<file path="config.mk">
export PLATFORM = sky130hd
export DESIGN_NAME = mem_port_arbiter
export DESIGN_NICKNAME = d
export VERILOG_FILES = /design/src/rtl/mem_port_arbiter.sv
export SDC_FILE = /design/constraint.sdc
export NUM_CORES = 1
export LEC_CHECK = 0
export CAP_MARGIN = 10
export CORE_UTILIZATION = 30
export CTS_CLUSTER_DIAMETER = 200
export DETAILED_ROUTE_END_ITERATION = 8
export HOLD_SLACK_MARGIN = 0.06
export PLACE_DENSITY_LB_ADDON = 0.12
export SLEW_MARGIN = 15
export SYNTH_ARGS = -nofsm -noshare
export SYNTH_HDL_FRONTEND = slang
export SYNTH_SLANG_ARGS = --single-unit
</file>
<file path="constraint.sdc">
create_clock -name clk -period 2.5 [get_ports clk]
set_clock_uncertainty 0.05 [all_clocks]
set_input_delay 0.375 -clock clk [delete_from_list [all_inputs] [get_ports clk]]
set_output_delay 0.375 -clock clk [all_outputs]
set_load 0.005 [all_outputs]
</file>
<file path="src/rtl/mem_port_arbiter.sv">
// mem_port_arbiter
//   Shares one memory port between instruction fetch and load/store. At most
//   one request is accepted per cycle. The winner is registered onto the
//   memory port, and read data returns to its owner two cycles after the
//   grant. Data requests have priority over fetch.
//
//   Optional feature macro: MEM_ARB_STARVE_GUARD_EN
//     defined   : a starvation counter forces a fetch grant after STARVE_MAX
//                 consecutive refused fetch cycles.
//     undefined : strict data priority; STARVE_MAX is not used.
//
//   Ports
//     clk, rst_n                 clock, asynchronous active-low reset
//     if_req/if_addr             fetch request (word read) and byte address
//     if_gnt                     fetch accepted this cycle (combinational)
//     if_rvalid/if_rdata         fetch read return
//     flush                      kill all fetch reads not yet returned
//     d_req/d_we/d_funct3        data request, 1 = store, size/sign code
//     d_addr/d_wdata             data byte address, store data
//     d_gnt                      data accepted this cycle (combinational)
//     d_rvalid/d_rdata           load read return
//     read_address/read_data     memory read port (read_data lags one cycle)
//     write_mem/write_address/
//     write_data/funct3          registered memory write port and access code
module mem_port_arbiter #(
    parameter int unsigned STARVE_MAX = 4
) (
    input  logic        clk,
    input  logic        rst_n,
    input  logic        if_req,
    input  logic [31:0] if_addr,
    output logic        if_gnt,
    output logic        if_rvalid,
    output logic [31:0] if_rdata,
    input  logic        flush,
    input  logic        d_req,
    input  logic        d_we,
    input  logic [2:0]  d_funct3,
    input  logic [31:0] d_addr,
    input  logic [31:0] d_wdata,
    output logic        d_gnt,
    output logic        d_rvalid,
    output logic [31:0] d_rdata,
    output logic [31:0] read_address,
    input  logic [31:0] read_data,
    output logic        write_mem,
    output logic [31:0] write_address,
    output logic [31:0] write_data,
    output logic [2:0]  funct3
);

    if (STARVE_MAX < 1 || STARVE_MAX > 15) begin : g_bad_starve_max
        $error("mem_port_arbiter: STARVE_MAX must be in 1..15");
    end

    typedef enum logic {
        OWN_FETCH = 1'b0,
        OWN_DATA  = 1'b1
    } owner_e;

    typedef struct packed {
        logic   valid;
        owner_e owner;
    } tag_t;

    localparam logic [2:0] F3_WORD = 3'b010;

    logic [31:0] raddr_q, raddr_d;
    logic [31:0] waddr_q, waddr_d;
    logic [31:0] wdata_q, wdata_d;
    logic [2:0]  f3_q, f3_d;
    logic        wmem_q, wmem_d;
    tag_t        tag1_q, tag1_d;
    tag_t        tag2_q, tag2_d;
    logic        if_gnt_w, d_gnt_w;

`ifdef MEM_ARB_STARVE_GUARD_EN
    localparam logic [3:0] SMAX = 4'(STARVE_MAX);

    logic [3:0] starve_q, starve_d;
    logic       force_fetch;

    always_comb begin
        force_fetch = (starve_q == SMAX) && if_req;
        if (force_fetch) begin
            // A flush vetoes the forced fetch; data may then use the port.
            if_gnt_w = !flush;
            d_gnt_w  = flush && d_req;
        end else begin
            d_gnt_w  = d_req;
            if_gnt_w = if_req && !d_req && !flush;
        end

        if (!if_req || if_gnt_w) begin
            starve_d = '0;
        end else if (starve_q != SMAX) begin
            starve_d = starve_q + 4'd1;
        end else begin
            starve_d = starve_q;
        end
    end

    always_ff @(posedge clk or negedge rst_n) begin
        if (!rst_n) begin
            starve_q <= '0;
        end else begin
            starve_q <= starve_d;
        end
    end
`else
    always_comb begin
        d_gnt_w  = d_req;
        if_gnt_w = if_req && !d_req && !flush;
    end
`endif

    always_comb begin
        raddr_d = raddr_q;
        waddr_d = waddr_q;
        wdata_d = wdata_q;
        f3_d    = f3_q;
        wmem_d  = 1'b0;
        tag1_d  = '{valid: 1'b0, owner: OWN_FETCH};

        if (if_gnt_w) begin
            raddr_d = if_addr;
            f3_d    = F3_WORD;
            tag1_d  = '{valid: 1'b1, owner: OWN_FETCH};
        end else if (d_gnt_w) begin
            f3_d = d_funct3;
            if (d_we) begin
                waddr_d = d_addr;
                wdata_d = d_wdata;
                wmem_d  = 1'b1;
            end else begin
                raddr_d = d_addr;
                tag1_d  = '{valid: 1'b1, owner: OWN_DATA};
            end
        end

        // Flush drops fetch-owned tags in both stages; data tags survive.
        if (flush && tag1_d.owner == OWN_FETCH) begin
            tag1_d.valid = 1'b0;
        end
        tag2_d = tag1_q;
        if (flush && tag2_d.owner == OWN_FETCH) begin
            tag2_d.valid = 1'b0;
        end
    end

    always_ff @(posedge clk or negedge rst_n) begin
        if (!rst_n) begin
            raddr_q <= '0;
            waddr_q <= '0;
            wdata_q <= '0;
            f3_q    <= F3_WORD;
            wmem_q  <= 1'b0;
            tag1_q  <= '{valid: 1'b0, owner: OWN_FETCH};
            tag2_q  <= '{valid: 1'b0, owner: OWN_FETCH};
        end else begin
            raddr_q <= raddr_d;
            waddr_q <= waddr_d;
            wdata_q <= wdata_d;
            f3_q    <= f3_d;
            wmem_q  <= wmem_d;
            tag1_q  <= tag1_d;
            tag2_q  <= tag2_d;
        end
    end

    assign if_gnt        = if_gnt_w;
    assign d_gnt         = d_gnt_w;
    assign read_address  = raddr_q;
    assign write_address = waddr_q;
    assign write_data    = wdata_q;
    assign funct3        = f3_q;
    assign write_mem     = wmem_q;

    assign if_rvalid = tag2_q.valid && (tag2_q.owner == OWN_FETCH) && !flush;
    assign d_rvalid  = tag2_q.valid && (tag2_q.owner == OWN_DATA);
    assign if_rdata  = read_data;
    assign d_rdata   = read_data;

endmodule
</file>
== Yosys cells after proc, flatten, opt, wreduce, memory -nomap -nowiden ==
Cells that the tools add are included.

* Register bits after elaboration: 104
* Bits of input ports: 137
* Word-level logic and storage cells: 39
* Output and inout port bits: 168

* Bitwise logic cells: 4
* Equality and inequality tests: 1
* Reductions and logical operators: 12
* Multiplexer cells: 13

{| class="wikitable"
|+ Operator list
! kind !! count
|-
| two-way mux 32 bit || 3
|-
| logical AND 1 bit || 7
|-
| two-way mux 2 bit || 3
|-
| two-way mux 3 bit || 2
|-
| two-way mux 1 bit || 5
|-
| NOT 1 bit || 4
|-
| AND reduction 3 bit || 1
|-
| logical NOT 1 bit || 2
|-
| inequality test 2 bit, second input constant || 1
|-
| AND reduction 2 bit || 1
|-
| nonzero test 2 bit || 1
|}

== Longest topological paths before layout ==
Gate-level depths: netlist (run 1).

* Word-level depth: 7
* Depth in mapped cells: 6
* Gate-level depth less buffers: 3

== Least setup slack after synthesis (run 1) ==
OpenSTA, ideal clock, no wires.

* Path type: in2out
* From: input port d_req
* To: output port if_gnt
* Buffers on the path: 3
* Cell stages on the path: 5
* Slack: 0.866 ns
* Arrival time: 1.209 ns
* Required time: 2.075 ns
* Cell sequence: buf_6 or3b_1 buf_6 buf_8 inv_1

* Cells in the longest elaborated chain, start to end: 3

{| class="wikitable"
|+ Ends and longest elaborated chain
! what !! RTL line !! text
|-
| start, declared || 36 || <nowiki>input logic d_req,</nowiki>
|-
| logical NOT 1 bit || 113 || <nowiki>if_gnt_w = if_req && !d_req && !flush;</nowiki>
|-
| logical AND 1 bit (2 in a row) || 113 ||
|-
| end, declared || 32 || <nowiki>output logic if_gnt,</nowiki>
|}

Every way passes these cells.

== Final worst setup path (run 1) ==
* From: input port if_req
* To: output port if_gnt

* Cells in the longest elaborated chain, start to end: 2

{| class="wikitable"
|+ Ends and longest elaborated chain
! what !! RTL line !! text
|-
| start, declared || 30 || <nowiki>input logic if_req,</nowiki>
|-
| logical AND 1 bit (2 in a row) || 113 ||
|}

Every way passes these cells.

==> reports/metrics.csv, run 1 <==
metric;value;unit
ios;305;
core-area;16100;µm²
p_leak;3.02;nW
place_area;6850;µm²
wl_per_cell;19.7;µm
syn_inst;381;
grt_pass1_wl;22400;µm
row_count;46;
die_h;131;µm
n_antenna_cell;0;
cp_max_fo;3;
dieWidth;131;µm
antenna_found_initial;0;
cp_common_cell;clkdlybuf4s50_1;
clock_latency;340;ps
drive_above_1_share;19.0;%
final_cell_mix;clkdlybuf4s50_1, dfrtp_1, mux2_2;
ys_seq_area_share;51.9;%
clock-sinks;104;
dp_hpwl;10300;µm
worstPathCellList;clkdlybuf4s50_1, or3b_1, inv_1, clkdlybuf4s50_1;
drv_cap;0;
drc;0;
routed_wl;14600;µm
dr_total_vias;3533;
setup_slack;242;ps
synth_cell_types;22;
syn_to_final_growth;42.7;%
ant_nets;0;
clockBufferDepth;2;
peakVddDrop;0.000383;V
required;2080;ps
syn_nets;518;
io_buffers;208;
rsz0062_at_grt;false;
synthMuxAreaShare;14.4;%
period_minus_slack;2260;ps
cts-root-buf;clkbuf_16;
endpoint_kind;primary output;
crit_type;primary input to primary output;
nets;654;
grt.total_usage;17.1;%
ys.warnings.count;0;
critPathMaxStageDelay;510;ps
fin_crit_sh;90.3;%
synthXorXnorAreaFrac;0;%
power_density;644;nW/µm²
syn_area;5020;µm²
tns;0;ps
cts_buffers;9;
initial_core_util;31.1;%
crit_family;buffers and inverters;
synth_seq_cells;104;
max_freq;443;MHz
crit_buf_inv;3;
dieArea;17200;µm²
final_common_cell;clkdlybuf4s50_1;
clk_pin_slew;70;ps
finalWeightedCongestion;0.694;
crit_start;if_req;
grt_overflow_total;0;
tightest_slew;572;ps
worstHoldStart;tag1_q[0];
dp_slack;236;ps
grt_max_degree;42;
yosys.area_share.simple;13.3;%
hold_viol;0;
cts_tree;built;
worstReg2RegStart;funct3[1];
crit_arrival;1830;ps
hold_class;flip-flop to flip-flop;
slowest_stage;clkdlybuf4s50_1;
synth_compound_area_share;6.83;%
finalSetupViolations;0;
synth.avg_cell_area;13.2;µm²
finalPower;4.61;mW
slew_headroom;61.9;%
grt_pass1_vias;3860;
status;finished clean;
via_per_inst;4.79;
first_pass_iters;4;
synth_fa_ha_area_share;0;%
cp-start-kind;primary input;
design_area;7160;µm²
htree_num_levels;3;
final_max_slew_viol_count;0;
first_iter_violations;68;
synth_top_family_by_area;multiplexers;
worst paths after layout:
kind / to / slack [ps] / depth (start not counted)
max in group asynchronous: write_data[24] / 1150 / 3
worst min-delay path: tag2_q[0] / 330 / 0
worst min register to register: tag2_q[0] / 330 / 0
worst max-delay path: if_gnt / 240 / 4
worst max register to register: funct3[1] / 1650 / 2
min in group asynchronous: write_address[11] / 510 / 2
per-stage QoR:
stage	hold WS, ps	std cells	utilization (%)
global placement	307	721	42.5
CTS	327	738	44.4
floorplan	29.4	381	-
global route	333	738	44.4
finish	326	738	44.4
detailed placement	316	721	42.5
cells by family (layout without fill, tap and decap cells):
kind of cell / count (synthesis) / after routing
buf+inv: 101 / 242
flops: 104 / 104
simple gates: 76 / 76
mux: 64 / 64
compound gates: 36 / 36
area by class of cell:
type                    count  area, µm²
fillers                  1510       8960
flip-flops and latches    104       2600
repair buffers            222       2230
multi-input cells         176       1740
well taps                 216        270
clock buffers               9        225
clock inverters             7       77.6
inverters                   4       15.0
flip-flops by register name, indices dropped and copies added, names as in the netlist:
register       flops
read_address      32
funct3             3
tag1_q             2
tag2_q             2
write_address     32
write_mem          1
write_data        32
synthesized netlist by cell type:
cell type    n  share of area [%]
nor2b_1      1               0.12
and3b_1     32                5.6
nand2b_1     3               0.37
inv_1        4               0.30
or3b_1       1               0.17
nor2_1       1              0.075
buf_8        3               0.90
nor4bb_1    32                6.4
nand2_1      4               0.30
a21boi_0     1               0.15
a21oi_1      1               0.10
buf_2        8               0.80
and2_1       1               0.12
dfrtp_1    103                 51
dfstp_2      1               0.52
buf_6        2               0.45
buf_4       65                9.7
clkbuf_1    19                1.4
a311o_1     32                6.4
nor3b_1      1               0.15
mux2_2      64                 14
o21ai_0      2               0.20
what timing repair did:
action | 4_1_cts | 5_1_grt
hold endpoints to repair | 38 | 0
setup buffers | 0 | 0
hold buffers | 1 | 0
resized for setup | 0 | 0
routing by layer:
metal / up-vias / share of wire [%] / track usage [%]
met3: 40 / 10 / 6.91
met1: 1749 / 39 / 19.0
met2: 145 / 49 / 28.5
met4: 0 / 2.7 / 7.95
met5: - / 0 / 0
li1: 1599 / - / -
where the power goes:
part	total (mW)	switching (mW)	leakage (nW)	internal, mW
Sequential	2.04	0.119	1.24	1.92
Combinational	1.13	0.365	1.63	0.767
Clock	1.44	0.654	0.146	0.786
Total	4.61	1.14	3.02	3.47
(Power assumes the default switching activity.)
==> inputs of run 2 (changes only) <==
--- a/config.mk
+++ b/config.mk
@@ -9,6 +9,7 @@
 export CORE_UTILIZATION = 30
 export CTS_CLUSTER_DIAMETER = 200
 export DETAILED_ROUTE_END_ITERATION = 8
+export DONT_BUFFER_PORTS = 1
 export HOLD_SLACK_MARGIN = 0.06
 export PLACE_DENSITY_LB_ADDON = 0.12
 export SLEW_MARGIN = 15
==> reports/metrics.csv, run 2 (synthesized netlist as in run 1, its figures left out) <==
metric;value;unit
final_common_cell;dfrtp_1;
rsz0062_at_grt;false;
endpoint_kind;primary output;
drive_above_1_share;28.1;%
dieWidth;131;µm
n_fill_cell;1622;
dp_hpwl;8340;µm
ant_nets;0;
p_seq_share;54.0;%
crit_arrival;1290;ps
post_cts_resized;0;
routed_wl;12700;µm
io_buffers;0;
clk_pin_slew;70;ps
crit_family;simple AND/OR/NAND/NOR gates;
ios;305;
grt_max_degree;105;
hold_class;primary input to async pin;
initial_core_util;31.1;%
cts_buffers;9;
nets;434;
clockBufferDepth;2;
finalWeightedCongestion;0.655;
worstReg2RegStart;read_address[31];
antenna_found_initial;7;
r2r_slack;1620;ps
cp-start-kind;primary input;
row_count;46;
setup_slack;783;ps
tightest_slew;806;ps
max_freq;582;MHz
power_switching;0.987;mW
first_pass_iters;4;
place_area;4660;µm²
syn_to_final_growth;-0.748;%
timing.hold.ws;-338;ps
via_per_inst;5.23;
crit_type;primary input to primary output;
fin_crit_sh;68.7;%
dieArea;17200;µm²
dp.cells;502;
cp_max_fo;74;
pwr-share-comb;8.4;%
slowest_stage;or3b_1;
final_cells;524;
required;2080;ps
finalSetupViolations;0;
tns;0;ps
drc;0;
final_max_slew_viol_count;0;
dp_slack;557;ps
p_leak;2.15;nW
grt_pass1_wl;19500;µm
grt.total_usage;15.1;%
dr_total_vias;2738;
crit_buf_inv;1;
grt_pass1_vias;3072;
drv_cap;0;
clock_latency;350;ps
power_density;788;nW/µm²
slew_headroom;46.3;%
cts-root-buf;clkbuf_16;
crit_start;d_req;
failed_checks;hold timing;
period_minus_slack;1720;ps
critPathMaxStageDelay;670;ps
design_area;4980;µm²
core-area;16100;µm²
htree_num_levels;3;
worstPathCellList;or3b_1, inv_1;
wl_per_cell;24.3;µm
utilization;30.9;%
peakVddDrop;0.000359;V
hold_viol;104;
post_cts_buffers;0;
first_iter_violations;49;
status;complete, but fails checks;
final_cell_mix;dfrtp_1, mux2_2, and3b_1, nor4bb_1, a311o_1;
pwr-share-clk;37.5;%
die_h;131;µm
cts_tree;built;
clock-sinks;104;
p_int;2.94;mW
grt_overflow_total;0;
swShare;25.2;%
run 2: changes by cell type in the layout (fill, tap and decap cells not counted):
cell	delta
clkdlybuf4s50_1	-205
clkinv_4	+2
dlygate4sd3_1	-1
buf_12	-3
clkinvlp_4	-1
inv_6	-2
buf_4	-9
buf_2	-2
inv_8	+1
diode_2	+6
run 2: area by class of cell:
cell class                 count  area, µm²  share of cell area (%)
sequential                   104       2600                    52.3
multi-input combinational    176       1740                    35.0
tap                          216        270                    5.43
clock buffer                   9        225                    4.52
clock inverter                 7       81.3                    1.63
timing repair buffer           2       27.5                   0.553
inverter                       4       15.0                   0.302
antenna                        6       15.0                   0.302
run 2: path summary, 6_finish.rpt:
check | end | cells after the start
setup / recovery | if_gnt | 2
hold / removal | write_data[22] | 0
setup reg to reg | read_address[31] | 1
hold reg to reg | tag2_q[0] | 0
max in group asynchronous | funct3[1] | 0
min in group clk | tag2_q[1] | 1
run 2: per-layer routing:
metal | wire [µm] | GRT usage (%) | up-vias
met1 | 4750 | 15.7 | 1392
met5 | 12 | 0 | -
li1 | - | - | 1163
met2 | 6050 | 24.2 | 141
met3 | 1570 | 8.37 | 40
met4 | 365 | 8.14 | 2
run 2: power groups by stage:
| stage | registers, mW | logic [mW] | clock network, mW |
|---|---|---|---|
| global placement | 2.16 | 0.322 | 0 |
| global route | 2.15 | 0.366 | 1.59 |
| detailed placement | 2.16 | 0.338 | 0 |
| CTS | 2.13 | 0.337 | 1.54 |
| finish | 2.12 | 0.330 | 1.47 |
| floorplan | 2.08 | 0.415 | 0 |
run 2: metrics by stage:
stage / power (mW) / hold slack [ps]
2_1_floorplan: 2.50 / 29.4
3_3_place_gp: 2.48 / 32.5
3_5_place_dp: 2.49 / 31.5
4_1_cts: 4.00 / -358
5_1_grt: 4.11 / -358
6_report: 3.92 / -338
==> inputs of run 3 (changes only) <==
==> constraint.sdc (replaced) <==
create_clock -name clk -period 1.58 [get_ports clk]
set_clock_uncertainty 0.05 [all_clocks]
set_input_delay 0.237 -clock clk [delete_from_list [all_inputs] [get_ports clk]]
set_output_delay 0.237 -clock clk [all_outputs]
set_load 0.005 [all_outputs]
==> reports/metrics.csv, run 3 (synthesized netlist as in run 1, its figures left out) <==
metric;value;unit
status;complete, but fails checks;
failed_checks;hold timing;
utilization;35.4;%
n_fill_cell;1581;
dp_slack;204;ps
crit_start;d_req;
first_iter_violations;80;
core-area;16100;µm²
swShare;24.1;%
grt_overflow_total;0;
routed_wl;13200;µm
tightest_slew;509;ps
grt_pass1_wl;20400;µm
pwr-share-clk;36.3;%
final_max_slew_viol_count;0;
cp_max_fo;70;
r2r_slack;720;ps
design_area;5710;µm²
hold_class;primary input to async pin;
io_buffers;0;
post_cts_buffers;0;
power_density;1110;nW/µm²
clk_pin_slew;70;ps
final_common_cell;dfrtp_1;
peakVddDrop;0.000461;V
p_leak;2.46;nW
cp-start-kind;primary input;
antenna_found_initial;3;
timing.hold.ws;-475;ps
clock_latency;340;ps
worstRegToRegCells;1;
place_area;4700;µm²
dp_hpwl;8230;µm
hold_viol;104;
cts_tree;built;
cp_common_cell;dlygate4sd3_1;
post_cts_resized;0;
slowest_stage;dlygate4sd3_1;
drc;0;
grt_pass1_vias;3287;
rsz0062_at_grt;false;
clockBufferDepth;2;
grt_max_degree;105;
first_pass_iters;4;
period_minus_slack;1360;ps
final_cell_mix;dfrtp_1, dlygate4sd3_1, mux2_2;
cts-root-buf;clkbuf_16;
initial_core_util;31.1;%
fin_crit_sh;86.1;%
nets;508;
p_int;4.80;mW
pwr-share-comb;10.6;%
finalWeightedCongestion;0.649;
die_h;131;µm
r2r-end;read_address[4];
cts_buffers;9;
wl_per_cell;22.2;µm
dr_total_vias;3031;
crit_buf_inv;2;
worst-path-stages;4;
p_seq_share;53.1;%
finalPower;6.32;mW
worstReg2RegStart;read_address[4];
critPathMaxStageDelay;600;ps
crit_family;buffers and inverters;
hold_buffers;70;
htree_num_levels;3;
required;1760;ps
drive_above_1_share;23.7;%
via_per_inst;5.09;
setup_slack;220;ps
multi_input_area;1740;µm²
crit_type;primary input to flip-flop;
crit_end;funct3[2];
finalSetupViolations;0;
dieArea;17200;µm²
slew_headroom;65.6;%
ant_nets;0;
endpoint_kind;flip-flop;
drv_cap;0;
grt.total_usage;15.7;%
dieWidth;131;µm
syn_to_final_growth;13.9;%
worstPathCellList;dlygate4sd3_1, nand2_1, dlygate4sd3_1, o21ai_0;
regArea;2600;µm²
crit_arrival;1540;ps
tns;0;ps
max_freq;735;MHz
power_switching;1.52;mW
row_count;46;
ios;305;
clock-sinks;104;
[run 3: cell types whose count changed in the layout (fill, tap and decap cells not counted), sizes merged]
cell         delta
inv             +1
clkinv          -3
clkbuf          +1
clkinvlp        +1
buf             +4
diode           -3
dlygate4sd3    +70
[run 3: worst min path at each step]
stage               start             end  slack, ps  cells after the start
CTS                 rst_n  write_data[22]       -490                      0
detailed placement  rst_n  write_data[22]       -110                      0
floorplan           rst_n       funct3[0]       -110                      0
global route        rst_n  write_data[22]       -500                      0
finish              rst_n  write_data[22]       -480                      0
global placement    rst_n  write_data[22]       -110                      0
[run 3: power by group through the flow]
stage | Combinational [mW] | Sequential (mW) | Clock, mW
after CTS | 0.679 | 3.37 | 2.39
after floorplan | 0.656 | 3.29 | 0
final | 0.671 | 3.36 | 2.29
after global routing | 0.738 | 3.41 | 2.48
after detailed placement | 0.540 | 3.41 | 0
after global placement | 0.520 | 3.42 | 0
[run 3: final cells by class]
type / instances / share of cell area (%)
tap: 216 / 4.73
antenna: 3 / 0.131
sequential: 104 / 45.6
multi-input combinational: 176 / 30.5
timing repair buffer: 76 / 13.5
inverter: 4 / 0.263
clock inverter: 6 / 1.14
clock buffer: 10 / 4.18
[run 3: per-stage QoR]
stage	instances	hold slack (ps)
after floorplan	381	-109
after global placement	506	-106
after detailed placement	506	-106
after CTS	592	-494
after global routing	593	-498
final	595	-475
[run 3: per-layer routing]
metal  vias to the layer above  track usage, %  share of wire, %
met1                      1543            17.9                40
met2                       140            25.2                48
li1                       1309               -                 -
met3                        39            6.17               9.5
met5                         -               0                 0
met4                         0            8.14               2.8
